<file path="src/rtl/riscv_pkg.sv">
`default_nettype none
// ============================================================================
// Module      : riscv_pkg
// Description : Shared RV32I types and constants for the instruction encoder.
// Revision    : 1.0 - initial release
// ============================================================================
package riscv_pkg;

    // Values 6 and 7 are deliberately left unnamed: they are illegal formats.
    typedef enum logic [2:0] {
        FMT_R = 3'd0,
        FMT_I = 3'd1,
        FMT_S = 3'd2,
        FMT_B = 3'd3,
        FMT_U = 3'd4,
        FMT_J = 3'd5
    } instr_fmt_e;

    localparam logic [31:0] NOP_INSTR = 32'h0000_0013;

    typedef enum logic [1:0] {
        ST_IDLE   = 2'd0,
        ST_STREAM = 2'd1,
        ST_DONE   = 2'd2
    } enc_state_e;

    // True when value[31:lsb] are all copies of the sign bit.
    function automatic logic upper_bits_equal(input logic [31:0] value,
                                              input int unsigned lsb);
        logic [31:0] shifted;
        shifted = $signed(value) >>> lsb;
        return (shifted == 32'h0000_0000) || (shifted == 32'hFFFF_FFFF);
    endfunction

endpackage : riscv_pkg
`default_nettype wire

</file>
<file path="src/rtl/instr_pack.sv">
`default_nettype none
// ============================================================================
// Module      : instr_pack
// Description : Combinational RV32I field packer with immediate range check.
// Revision    : 1.0 - initial release
// ============================================================================
module instr_pack
    import riscv_pkg::*;
(
    input  logic [2:0]  i_fmt,
    input  logic [6:0]  i_op,
    input  logic [4:0]  i_rd,
    input  logic [4:0]  i_rs1,
    input  logic [4:0]  i_rs2,
    input  logic [2:0]  i_funct3,
    input  logic [6:0]  i_funct7,
    input  logic [31:0] i_imm,
    output logic [31:0] o_word,
    output logic        o_range_err,
    output logic        o_fmt_err
);

    always_comb begin
        o_word      = NOP_INSTR;
        o_range_err = 1'b0;
        o_fmt_err   = 1'b0;
        case (instr_fmt_e'(i_fmt))
            FMT_R: begin
                o_word = {i_funct7, i_rs2, i_rs1, i_funct3, i_rd, i_op};
            end
            FMT_I: begin
                o_word      = {i_imm[11:0], i_rs1, i_funct3, i_rd, i_op};
                o_range_err = !upper_bits_equal(i_imm, 11);
            end
            FMT_S: begin
                o_word      = {i_imm[11:5], i_rs2, i_rs1, i_funct3, i_imm[4:0], i_op};
                o_range_err = !upper_bits_equal(i_imm, 11);
            end
            FMT_B: begin
                o_word      = {i_imm[12], i_imm[10:5], i_rs2, i_rs1, i_funct3,
                               i_imm[4:1], i_imm[11], i_op};
                o_range_err = !upper_bits_equal(i_imm, 12) || i_imm[0];
            end
            FMT_U: begin
                // The immediate arrives already positioned in bits [31:12].
                o_word      = {i_imm[31:12], i_rd, i_op};
                o_range_err = (i_imm[11:0] != 12'd0);
            end
            FMT_J: begin
                o_word      = {i_imm[20], i_imm[10:1], i_imm[11], i_imm[19:12], i_rd, i_op};
                o_range_err = !upper_bits_equal(i_imm, 20) || i_imm[0];
            end
            default: begin
                o_word    = NOP_INSTR;
                o_fmt_err = 1'b1;
            end
        endcase
    end

endmodule : instr_pack
`default_nettype wire

</file>
<file path="src/rtl/instr_encoder.sv">
`default_nettype none
// ============================================================================
// Module      : instr_encoder
// Description : Streams encoded RV32I words into consecutive imem addresses.
// Revision    : 1.0 - initial release
// ============================================================================
module instr_encoder
    import riscv_pkg::*;
#(
    parameter int ADDR_W    = 10,
    parameter int BASE_ADDR = 0
) (
    input  logic              clk_i,
    input  logic              rst_i,
    input  logic              start_i,
    input  logic              in_valid_i,
    output logic              in_ready_o,
    input  logic [2:0]        fmt_i,
    input  logic [6:0]        op_i,
    input  logic [4:0]        rd_i,
    input  logic [4:0]        rs1_i,
    input  logic [4:0]        rs2_i,
    input  logic [2:0]        funct3_i,
    input  logic [6:0]        funct7_i,
    input  logic [31:0]       imm_i,
    input  logic              last_i,
    output logic              wr_en_o,
    output logic [ADDR_W-1:0] wr_addr_o,
    output logic [31:0]       wr_data_o,
    output logic [ADDR_W:0]   count_o,
    output logic              done_o,
    output logic              err_o,
    output logic              ovf_o
);

    localparam logic [ADDR_W-1:0] c_BASE      = ADDR_W'(BASE_ADDR);
    localparam logic [ADDR_W-1:0] c_TOP_ADDR  = '1;
    localparam logic [ADDR_W:0]   c_COUNT_MAX = {1'b1, {ADDR_W{1'b0}}};

    enc_state_e        r_state;
    enc_state_e        w_state_next;
    logic [ADDR_W-1:0] r_ptr;
    logic              r_wr_en;
    logic [ADDR_W-1:0] r_wr_addr;
    logic [31:0]       r_wr_data;
    logic [ADDR_W:0]   r_count;
    logic              r_done;
    logic              r_err;
    logic              r_ovf;

    logic              w_ready;
    logic              w_accept;
    logic              w_at_top;
    logic [31:0]       w_word;
    logic              w_range_err;
    logic              w_fmt_err;

    instr_pack u_pack (
        .i_fmt       (fmt_i),
        .i_op        (op_i),
        .i_rd        (rd_i),
        .i_rs1       (rs1_i),
        .i_rs2       (rs2_i),
        .i_funct3    (funct3_i),
        .i_funct7    (funct7_i),
        .i_imm       (imm_i),
        .o_word      (w_word),
        .o_range_err (w_range_err),
        .o_fmt_err   (w_fmt_err)
    );

    assign w_accept = in_valid_i && w_ready;
    assign w_at_top = (r_ptr == c_TOP_ADDR);

    // State register
    always_ff @(posedge clk_i) begin
        if (rst_i) begin
            r_state <= ST_IDLE;
        end else begin
            r_state <= w_state_next;
        end
    end

    // Next-state logic
    always_comb begin
        w_state_next = r_state;
        if (start_i) begin
            w_state_next = ST_STREAM;
        end else begin
            case (r_state)
                ST_STREAM: begin
                    if (w_accept && (last_i || w_at_top)) begin
                        w_state_next = ST_DONE;
                    end
                end
                default: begin
                    w_state_next = r_state;
                end
            endcase
        end
    end

    // Output logic: a bundle offered alongside start belongs to no session.
    always_comb begin
        w_ready = (r_state == ST_STREAM) && !start_i;
    end

    // Write pipeline, pointer and session status
    always_ff @(posedge clk_i) begin
        if (rst_i) begin
            r_ptr     <= c_BASE;
            r_wr_en   <= 1'b0;
            r_wr_addr <= c_BASE;
            r_wr_data <= 32'd0;
            r_count   <= '0;
            r_done    <= 1'b0;
            r_err     <= 1'b0;
            r_ovf     <= 1'b0;
        end else begin
            r_wr_en <= w_accept;
            if (start_i) begin
                r_ptr   <= c_BASE;
                r_count <= '0;
                r_done  <= 1'b0;
                r_err   <= 1'b0;
                r_ovf   <= 1'b0;
            end else if (w_accept) begin
                r_wr_addr <= r_ptr;
                r_wr_data <= w_word;
                if (!w_at_top) begin
                    r_ptr <= r_ptr + 1'b1;
                end
                if (r_count != c_COUNT_MAX) begin
                    r_count <= r_count + 1'b1;
                end
                r_err <= r_err | w_range_err | w_fmt_err;
                if (last_i || w_at_top) begin
                    r_done <= 1'b1;
                end
                // Running out of memory without a terminating bundle.
                if (w_at_top && !last_i) begin
                    r_ovf <= 1'b1;
                end
            end
        end
    end

    assign in_ready_o = w_ready;
    assign wr_en_o    = r_wr_en;
    assign wr_addr_o  = r_wr_addr;
    assign wr_data_o  = r_wr_data;
    assign count_o    = r_count;
    assign done_o     = r_done;
    assign err_o      = r_err;
    assign ovf_o      = r_ovf;

endmodule : instr_encoder
`default_nettype wire

</file>
<file path="config.mk">
export PLATFORM = sky130hd
export DESIGN_NAME = instr_encoder
export DESIGN_NICKNAME = d
export VERILOG_FILES = /design/src/rtl/riscv_pkg.sv /design/src/rtl/instr_pack.sv /design/src/rtl/instr_encoder.sv
export SDC_FILE = /design/constraint.sdc
export NUM_CORES = 1
export LEC_CHECK = 0
export BUFFER_PORTS_ARGS = -buffer_cell sky130_fd_sc_hd__buf_2
export CORE_MARGIN = 5
export CORE_UTILIZATION = 45
export DETAILED_ROUTE_END_ITERATION = 12
export PLACE_DENSITY = 0.83
export SYNTH_ARGS = -nofsm -noshare
export SYNTH_HDL_FRONTEND = slang
export SYNTH_SLANG_ARGS = --single-unit
</file>
<file path="constraint.sdc">
create_clock -name clk_i -period 2.1 [get_ports clk_i]
set_clock_uncertainty 0.15 [all_clocks]
set_input_delay 0.21 -clock clk_i [delete_from_list [all_inputs] [get_ports clk_i]]
set_output_delay 0.21 -clock clk_i [all_outputs]
set_load 0.005 [all_outputs]
</file>
==> results_dict.tcl, run 1 <==
set metrics [dict create \
    status "finished, final reports clean" \
    drt_first_pass_iters 8 \
    grt_max_degree 45 \
    syn-cell-area_um2 3200 \
    synth.area.top_cells "dfxtp_1, nor2_1, a221oi_1" \
    yosys.area.top_type "dfxtp_1" \
    dieArea_um2 8900 \
    dp_hpwl_um 7080 \
    timing.final.max_slew_violations 0 \
    synth_seq_cells 69 \
    ant_nets 0 \
    hold_path.class "in2reg" \
    setup_slack_ns 0.137 \
    cp-start-kind "flop" \
    utilization_pct 61.2 \
    grt_pass1_wl_um 15700 \
    diodes 0 \
    slew_headroom_pct 68.4 \
    place_ws_ns 0.0751 \
    grt_overflow_total 0 \
    die_w_um 94.3 \
    tightest_slew_ns 0.473 \
    fmax_mhz 509 \
    track_usage_pct 22.1 \
    clk_pin_slew_ns 0.08 \
    vias 3457 \
    drt_iter0_markers 266 \
    cap_viol_max_count 0 \
    crit_type "reg2reg" \
    rows 30 \
    clockBufferDepth 2 \
    port_buffers 129 \
    syn_to_final_growth_pct 31.4 \
    rsz0062_at_grt "no" \
    nNetsFinal 592 \
    place_congestion 0.903 \
    synth_warnings 0 \
    endpoint_kind "flop" \
    start_util_pct 46.6 \
    vias_per_cell 5.59 \
    avgSynthCellArea_um2 8.27 \
    routedWlPerCell_um 15.6 \
    drc 0 \
    synth_top_flop_cell "dfxtp_1" \
    powerDensity_nw_per_um2 654 \
    leakagePower_nw 1.79 \
    min_period_over_period_pct 93.5 \
    numCtsBuffers 9 \
    grt_pass1_vias 3242 \
    vdd_drop_max_mv 0.399 \
    hold_violations 0 \
    ys_types 43 \
    syn-instance-count 387 \
    clockRootBuffer "clkbuf_8" \
    antenna_found_initial 0 \
    synthArstFlopShare_pct 0 \
    synthTopCellsByCount "nor2_1, dfxtp_1, nand2_1" \
    syn-num-nets 462 \
    worstSkewPairLatency_ns 0.33 \
    cp_data_required_time_ns 2.17 \
    worstPathArrival_ns 2.03 \
    ioPinCount 130 \
    post_cts_buffers 0 \
    drive_gt1_share_pct 32.4 \
    seq_area_frac_synth_pct 43.2 \
    yosysMostFrequentCell "nor2_1" \
    synth_top_area_share_pct 43.2 \
    synth_edf_count 0 \
    drt-total-wl_um 9650 \
    cts_tree "done" \
    crit_fanout 4 \
    fin_tns_setup_ns 0 \
    min_period_ns 1.96 \
    core_um2 6870 \
    clock-sinks 69 \
    dieHeight_um 94.3 \
    setup_violations 0 \
    finalNonFillerCells 618 \
    htree_levels 3 \
    dp_cells 597 \
]
[where the power goes]
group | total, W | switching [W] | leakage [nW] | internal [W]
registers | 0.00135 | 0.0000156 | 0.559 | 0.00133
logic | 0.000320 | 0.000178 | 1.13 | 0.000141
clock network | 0.00108 | 0.000496 | 0.0995 | 0.000583
[area by class of cell]
| class | count | area (µm²) |
|---|---|---|
| fillers | 616 | 2670 |
| multi-input cells | 288 | 1710 |
| well taps | 96 | 120 |
| flip-flops and latches | 69 | 1380 |
| clock buffers | 11 | 141 |
| inverters | 4 | 15.0 |
| clock inverters | 5 | 60.1 |
| repair buffers | 145 | 778 |
[registers in the layout (all words and copies together) (netlist names)]
register   flops
r_state        2
r_ptr         10
count_o       11
wr_addr_o     10
err_o          1
done_o         1
wr_data_o     32
ovf_o          1
wr_en_o        1
[critical path, stage by stage, from the launching register on]
cell,delay [ns]
dfxtp_2,0.36
ha_2,0.19
and4_4,0.25
nand4_1,0.13
or4b_2,0.62
o21ai_0,0.10
nor2_1,0.05
[through the flow]
stage | instance area, µm² | power, W | hold WS (ns)
after detailed placement | 3950 | 0.00169 | 0.296
after global routing | 4200 | 0.00288 | 0.0193
after CTS | 4200 | 0.00277 | 0.00101
after floorplan | 3200 | 0.00153 | 0.208
after global placement | 3950 | 0.00168 | 0.295
final | 4200 | 0.00275 | 0.0123
[timing repair]
action | in CTS | in global routing
hold buffers | 5 | 0
endpoints found under the setup margin | 0 | 2
hold endpoints to repair | 5 | 0
gates resized for setup | 0 | 3
[placed cells by master (no fill, tap or decap), types with 10 or more instances in the layout]
| cell | n |
|---|---|
| buf_2 | 129 |
| dfxtp_1 | 67 |
| a21oi_1 | 22 |
| clkbuf_8 | 10 |
| nor3_1 | 27 |
| nand2_1 | 33 |
| a22oi_1 | 15 |
| o21ai_0 | 14 |
| a221oi_1 | 20 |
| xor2_1 | 12 |
| nand4_1 | 10 |
| nor2_1 | 70 |
| buf_4 | 11 |
[cells by family after synthesis]
logic type	after synthesis	share of synthesized area, %
AOI/OAI and AO/OA	83	17.9
xor gates and xnor gates	16	4.38
adders and majority gates	3	1.17
buffers and inverters	30	3.75
DFF	69	43.2
muxes	11	3.56
and+or+nand+nor	175	26.1
[metal layers]
layer | wire length (µm) | global-route usage, %
met5 | 0 | 0
met4 | 155 | 7.82
met3 | 913 | 5.53
met2 | 4530 | 36.1
met1 | 4050 | 28.3
[path summary, 6_finish.rpt]
kind	end	cells after the start	slack (ns)	start
max	r_ptr[8]	6	0.14	r_ptr[0]
min	wr_data_o[4]	3	0.01	op_i[4]
max reg2reg	r_ptr[8]	6	0.14	r_ptr[0]
min reg2reg	wr_addr_o[5]	2	0.31	wr_addr_o[5]
(Power assumes the default switching activity.)
==> inputs of run 2 (changes only) <==
--- a/config.mk
+++ b/config.mk
@@ -5,11 +5,13 @@
 export SDC_FILE = /design/constraint.sdc
 export NUM_CORES = 1
 export LEC_CHECK = 0
-export BUFFER_PORTS_ARGS = -buffer_cell sky130_fd_sc_hd__buf_2
 export CORE_MARGIN = 5
 export CORE_UTILIZATION = 45
 export DETAILED_ROUTE_END_ITERATION = 12
-export PLACE_DENSITY = 0.83
+export DONT_BUFFER_PORTS = 1
+export GPL_ROUTABILITY_DRIVEN = 0
+export GPL_TIMING_DRIVEN = 0
+export PLACE_DENSITY = 0.68
 export SYNTH_ARGS = -nofsm -noshare
 export SYNTH_HDL_FRONTEND = slang
 export SYNTH_SLANG_ARGS = --single-unit
==> run 2 against run 1 <==
Effect of this change:
- power rose by 12%
- worst setup slack got worse by 0.052 ns
- hold slack better by 0.042 ns
- sequential cell count unchanged
- critical endpoint unchanged
==> results_dict.tcl, run 2 (synthesis results as in run 1) <==
set metrics [dict create \
    status "finished, final reports clean" \
    clk_pin_slew_ns 0.08 \
    track_usage_pct 23.2 \
    routedWlPerCell_um 18.7 \
    clock-sinks 69 \
    crit_path_start "r_ptr[0]" \
    ioPinCount 130 \
    diodes 0 \
    timing.final.max_slew_violations 0 \
    grt_max_degree 14 \
    worstSkewPairLatency_ns 0.34 \
    syn_to_final_growth_pct 27.3 \
    hold_violations 0 \
    min_period_ns 2.02 \
    dieHeight_um 94.3 \
    cts_tree "done" \
    finalNonFillerCells 546 \
    grt_overflow_total 0 \
    grt_pass1_vias 3163 \
    endpoint_kind "flop" \
    crit_type "reg2reg" \
    fin_tns_setup_ns 0 \
    largest_register_ffs 32 \
    htree_levels 3 \
    numCtsBuffers 9 \
    power.total_w 0.00309 \
    vdd_drop_max_mv 0.341 \
    grt_pass1_wl_um 16000 \
    setup.worst_path.end "r_ptr[8]" \
    crit_fanout 4 \
    fmax_mhz 496 \
    rows 30 \
    layout_common_cells "nor2_1, dfxtp_1, dlygate4sd3_1, nand2_1, nor3_1" \
    crit_buf_inv 0 \
    drt_iter0_markers 189 \
    rr_startpoint "r_ptr[0]" \
    dieArea_um2 8900 \
    worstPathArrival_ns 2.09 \
    drive_gt1_share_pct 8.22 \
    vias 3262 \
    antenna_found_initial 0 \
    multi_input_area_um2 1700 \
    slowest_delay_ns 0.62 \
    setup_violations 0 \
    drc 0 \
    r2r-end "r_ptr[8]" \
    finalInstanceArea_um2 4070 \
    slew_headroom_pct 56.7 \
    powerDensity_nw_per_um2 759 \
    min_period_over_period_pct 96.0 \
    dp_hpwl_um 6980 \
    reg2reg_slack_ns 0.08 \
    cp-start-kind "flop" \
    place_area_um2 3320 \
    fillers 601 \
    ant_nets 0 \
    start_util_pct 46.6 \
    slowest_stage "or4b_2" \
    cp_data_required_time_ns 2.17 \
    port_buffers 0 \
    clockBufferDepth 2 \
    nNetsFinal 520 \
    critPathTopFamily "simple AND/OR/NAND/NOR gates" \
    vias_per_cell 5.97 \
    cp_cell_sequence "ha_2, and4_4, nand4_1, or4b_2, o21ai_0, nor2_1" \
    core_um2 6870 \
    cap_viol_max_count 0 \
    drt-total-wl_um 10200 \
    crit_cells 6 \
    leakagePower_nw 1.39 \
    register_area_um2 1390 \
    final_common_cell "nor2_1" \
    worstRegToRegCells 6 \
    hold_path.class "in2reg" \
    tightest_slew_ns 0.647 \
    dp_cells 483 \
    rsz0062_at_grt "no" \
    die_w_um 94.3 \
    drt_first_pass_iters 5 \
    clockRootBuffer "clkbuf_8" \
]
==> run 2: cell count changes in the layout (fill, tap and decap cells not counted), sizes merged <==
cell	delta
bufinv	+3
dlygate4sd3	+42
clkinv	-2
inv	+1
buf	-131
clkbuf	+15
==> run 2: layout make-up <==
cell class              instances  area share, %
well taps                      96           2.95
clock inverters                 7           3.56
inverters                       4          0.369
repair buffers                 47           11.6
flip-flops and latches         69           34.1
clock buffers                   9           3.04
plain buffers                  26           2.61
multi-input cells             288           41.9
==> run 2: per-layer routing <==
| metal | global-route usage (%) | part of all wire [%] | routed length [µm] | vias to the layer above |
|---|---|---|---|---|
| li1 | - | - | - | 1525 |
| met1 | 27.5 | 39 | 3970 | 1473 |
| met2 | 36.2 | 44 | 4510 | 216 |
| met3 | 9.94 | 13 | 1350 | 48 |
| met4 | 10.6 | 3.7 | 375 | 0 |
| met5 | 0 | 0 | 0 | - |
==> run 2: worst min-delay path by stage <==
stage / startpoint / to / slack, ns / cells past startpoint
after floorplan: op_i[2] / wr_data_o[2] / 0.21 / 2
after global placement: op_i[5] / wr_data_o[5] / 0.21 / 2
after detailed placement: op_i[3] / wr_data_o[3] / 0.22 / 2
after CTS: imm_i[7] / wr_data_o[27] / 0.04 / 4
after global routing: imm_i[13] / err_o / 0.11 / 5
final: imm_i[6] / wr_data_o[26] / 0.05 / 4
==> run 2: tightest hold or removal path: stages <==
cell and delay [ns]:
nand2_1 0.03, o21ai_0 0.06, a221oi_1 0.08, nor3_1 0.12
==> run 2: stage by stage <==
step,util [%],worst slack (ns),hold slack (ns)
floorplan,-,0.175,0.208
global placement,48.3,0.118,0.210
detailed placement,48.3,0.0741,0.224
CTS,59.1,0.0340,0.0427
global route,59.3,0.0119,0.108
finish,59.3,0.0846,0.0542
==> run 2: repair_timing <==
action / in CTS / in global routing
gates resized for setup: 0 / 7
hold buffers: 47 / 0
setup endpoints to repair: 0 / 12
buffers inserted: 0 / 0
hold endpoints to repair: 34 / 0
==> run 2: power by group <==
part / internal, W / switching (W) / total, W / leakage [nW]
logic: 0.000130 / 0.000145 / 0.000275 / 0.698
registers: 0.00133 / 0.0000248 / 0.00136 / 0.560
clock network: 0.000915 / 0.000540 / 0.00146 / 0.130
==> inputs of run 3 (changes only) <==
--- a/config.mk
+++ b/config.mk
@@ -11,6 +11,7 @@
 export DONT_BUFFER_PORTS = 1
 export GPL_ROUTABILITY_DRIVEN = 0
 export GPL_TIMING_DRIVEN = 0
+export MAX_ROUTING_LAYER = met4
 export PLACE_DENSITY = 0.68
 export SYNTH_ARGS = -nofsm -noshare
 export SYNTH_HDL_FRONTEND = slang
==> run 3 against run 2 <==
Effect of this change:
- cell count stayed put
- critical path depth stayed put
- non-clock buffer count unchanged
- count of clock-buffer cells in the layout stayed put
- global-route usage is 0.69 points higher
- register-to-register slack hardly changed
- hold slack improved by 0.0020 ns
- sequential power hardly changed
- clock power barely moved
- sequential cell count unchanged
- sequential share of layout area unchanged
- combinational power hardly changed
==> results_dict.tcl, run 3 (synthesis results as in run 1) <==
set metrics [dict create \
    powerDensity_nw_per_um2 758 \
    nNetsFinal 520 \
    routedWlPerCell_um 18.7 \
    hold_path.class "in2reg" \
    grt_pass1_vias 3160 \
    dp_cells 483 \
    fin_tns_setup_ns 0 \
    rsz0062_at_grt "no" \
    grt_pass1_wl_um 15900 \
    clk_pin_slew_ns 0.08 \
    slew_headroom_pct 58.0 \
    holdPathStages 4 \
    timing.final.max_slew_violations 0 \
    final_common_cell "nor2_1" \
    grt_overflow_total 0 \
    layout_common_cells "nor2_1, dfxtp_1, dlygate4sd3_1, nand2_1, nor3_1" \
    status "finished, final reports clean" \
    vias 3263 \
    fmax_mhz 496 \
    clockRootBuffer "clkbuf_8" \
    port_buffers 0 \
    setup_slack_ns 0.0821 \
    crit_path_start "r_ptr[0]" \
    endpoint_kind "flop" \
    tightest_slew_ns 0.628 \
    rr_startpoint "r_ptr[0]" \
    place_ws_ns 0.0741 \
    clockBufferDepth 2 \
    ant_nets 0 \
    crit_type "reg2reg" \
    vias_per_cell 5.98 \
    drc 0 \
    die_w_um 94.3 \
    worstSkewPairLatency_ns 0.34 \
    cp-start-kind "flop" \
    setup_violations 0 \
    track_usage_pct 23.9 \
    cp_data_required_time_ns 2.17 \
    worstPathArrival_ns 2.09 \
    min_period_over_period_pct 96.1 \
    numCtsBuffers 9 \
    largest_register_ffs 32 \
    crit_fanout 4 \
    dieHeight_um 94.3 \
    leakagePower_nw 1.39 \
    rows 30 \
    syn_to_final_growth_pct 27.3 \
    grt_max_degree 14 \
    min_period_ns 2.02 \
    vdd_drop_max_mv 0.339 \
    drt_iter0_markers 190 \
    clock-sinks 69 \
    core_um2 6870 \
    finalNonFillerCells 546 \
    diodes 0 \
    post_cts_buffers 0 \
    drt_first_pass_iters 5 \
    r2r-end "r_ptr[8]" \
    ioPinCount 130 \
    cap_viol_max_count 0 \
    reg2reg_slack_ns 0.08 \
    start_util_pct 46.6 \
    dieArea_um2 8900 \
    drt-total-wl_um 10200 \
    power.total_w 0.00309 \
    htree_levels 3 \
    hold_violations 0 \
    utilization_pct 59.3 \
    drive_gt1_share_pct 8.22 \
    worstRegToRegCells 6 \
    setup.worst_path.end "r_ptr[8]" \
    cts_tree "done" \
    antenna_found_initial 0 \
    dp_hpwl_um 6980 \
]
## run 3: cell counts in the layout (fill, tap and decap cells not counted)
No cell type changed its count.
## run 3: worst min-delay path by stage
| stage | from | endpoint | slack [ns] |
|---|---|---|---|
| after floorplan | op_i[2] | wr_data_o[2] | 0.21 |
| after global placement | op_i[5] | wr_data_o[5] | 0.21 |
| after detailed placement | op_i[3] | wr_data_o[3] | 0.22 |
| after CTS | imm_i[7] | wr_data_o[27] | 0.04 |
| after global routing | imm_i[13] | err_o | 0.11 |
| final | imm_i[6] | wr_data_o[26] | 0.06 |
## run 3: repair_timing
action                                  in CTS  in global routing
gates resized for setup                      0                  7
endpoints found under the setup margin       0                 12
endpoints found under the hold margin       34                  0
hold buffers                                47                  0
## run 3: layout make-up
| type | instances | area [µm²] |
|---|---|---|
| Sequential cell | 69 | 1390 |
| Fill cell | 601 | 2800 |
| Multi-Input combinational cell | 288 | 1700 |
| Inverter | 4 | 15.0 |
| Clock buffer | 9 | 124 |
| Timing Repair Buffer | 47 | 470 |
| Clock inverter | 7 | 145 |
| Buffer | 26 | 106 |
| Tap cell | 96 | 120 |
## run 3: stage by stage
stage,hold WS (ns),instance area [µm²]
after floorplan,0.208,3200
after global placement,0.210,3320
after detailed placement,0.224,3320
after CTS,0.0427,4060
after global routing,0.108,4070
final,0.0562,4070
## run 3: where the power goes
group / internal, W / switching [W]
Clock: 0.000915 / 0.000537
Combinational: 0.000130 / 0.000146
Sequential: 0.00133 / 0.0000248
## run 3: routing by layer
layer	GRT usage [%]	share of wire, %	wire length [µm]
met5	-	0	0
met4	10.6	3.6	365
met3	8.65	12	1210
met2	36.1	44	4500
met1	28.5	40	4110
## run 3: worst max-delay path, cell delays in order, from the launching register on
cell	delay, ns
dfxtp_4	0.37
ha_2	0.19
and4_4	0.26
nand4_1	0.12
or4b_2	0.62
o21ai_0	0.11
nor2_1	0.06
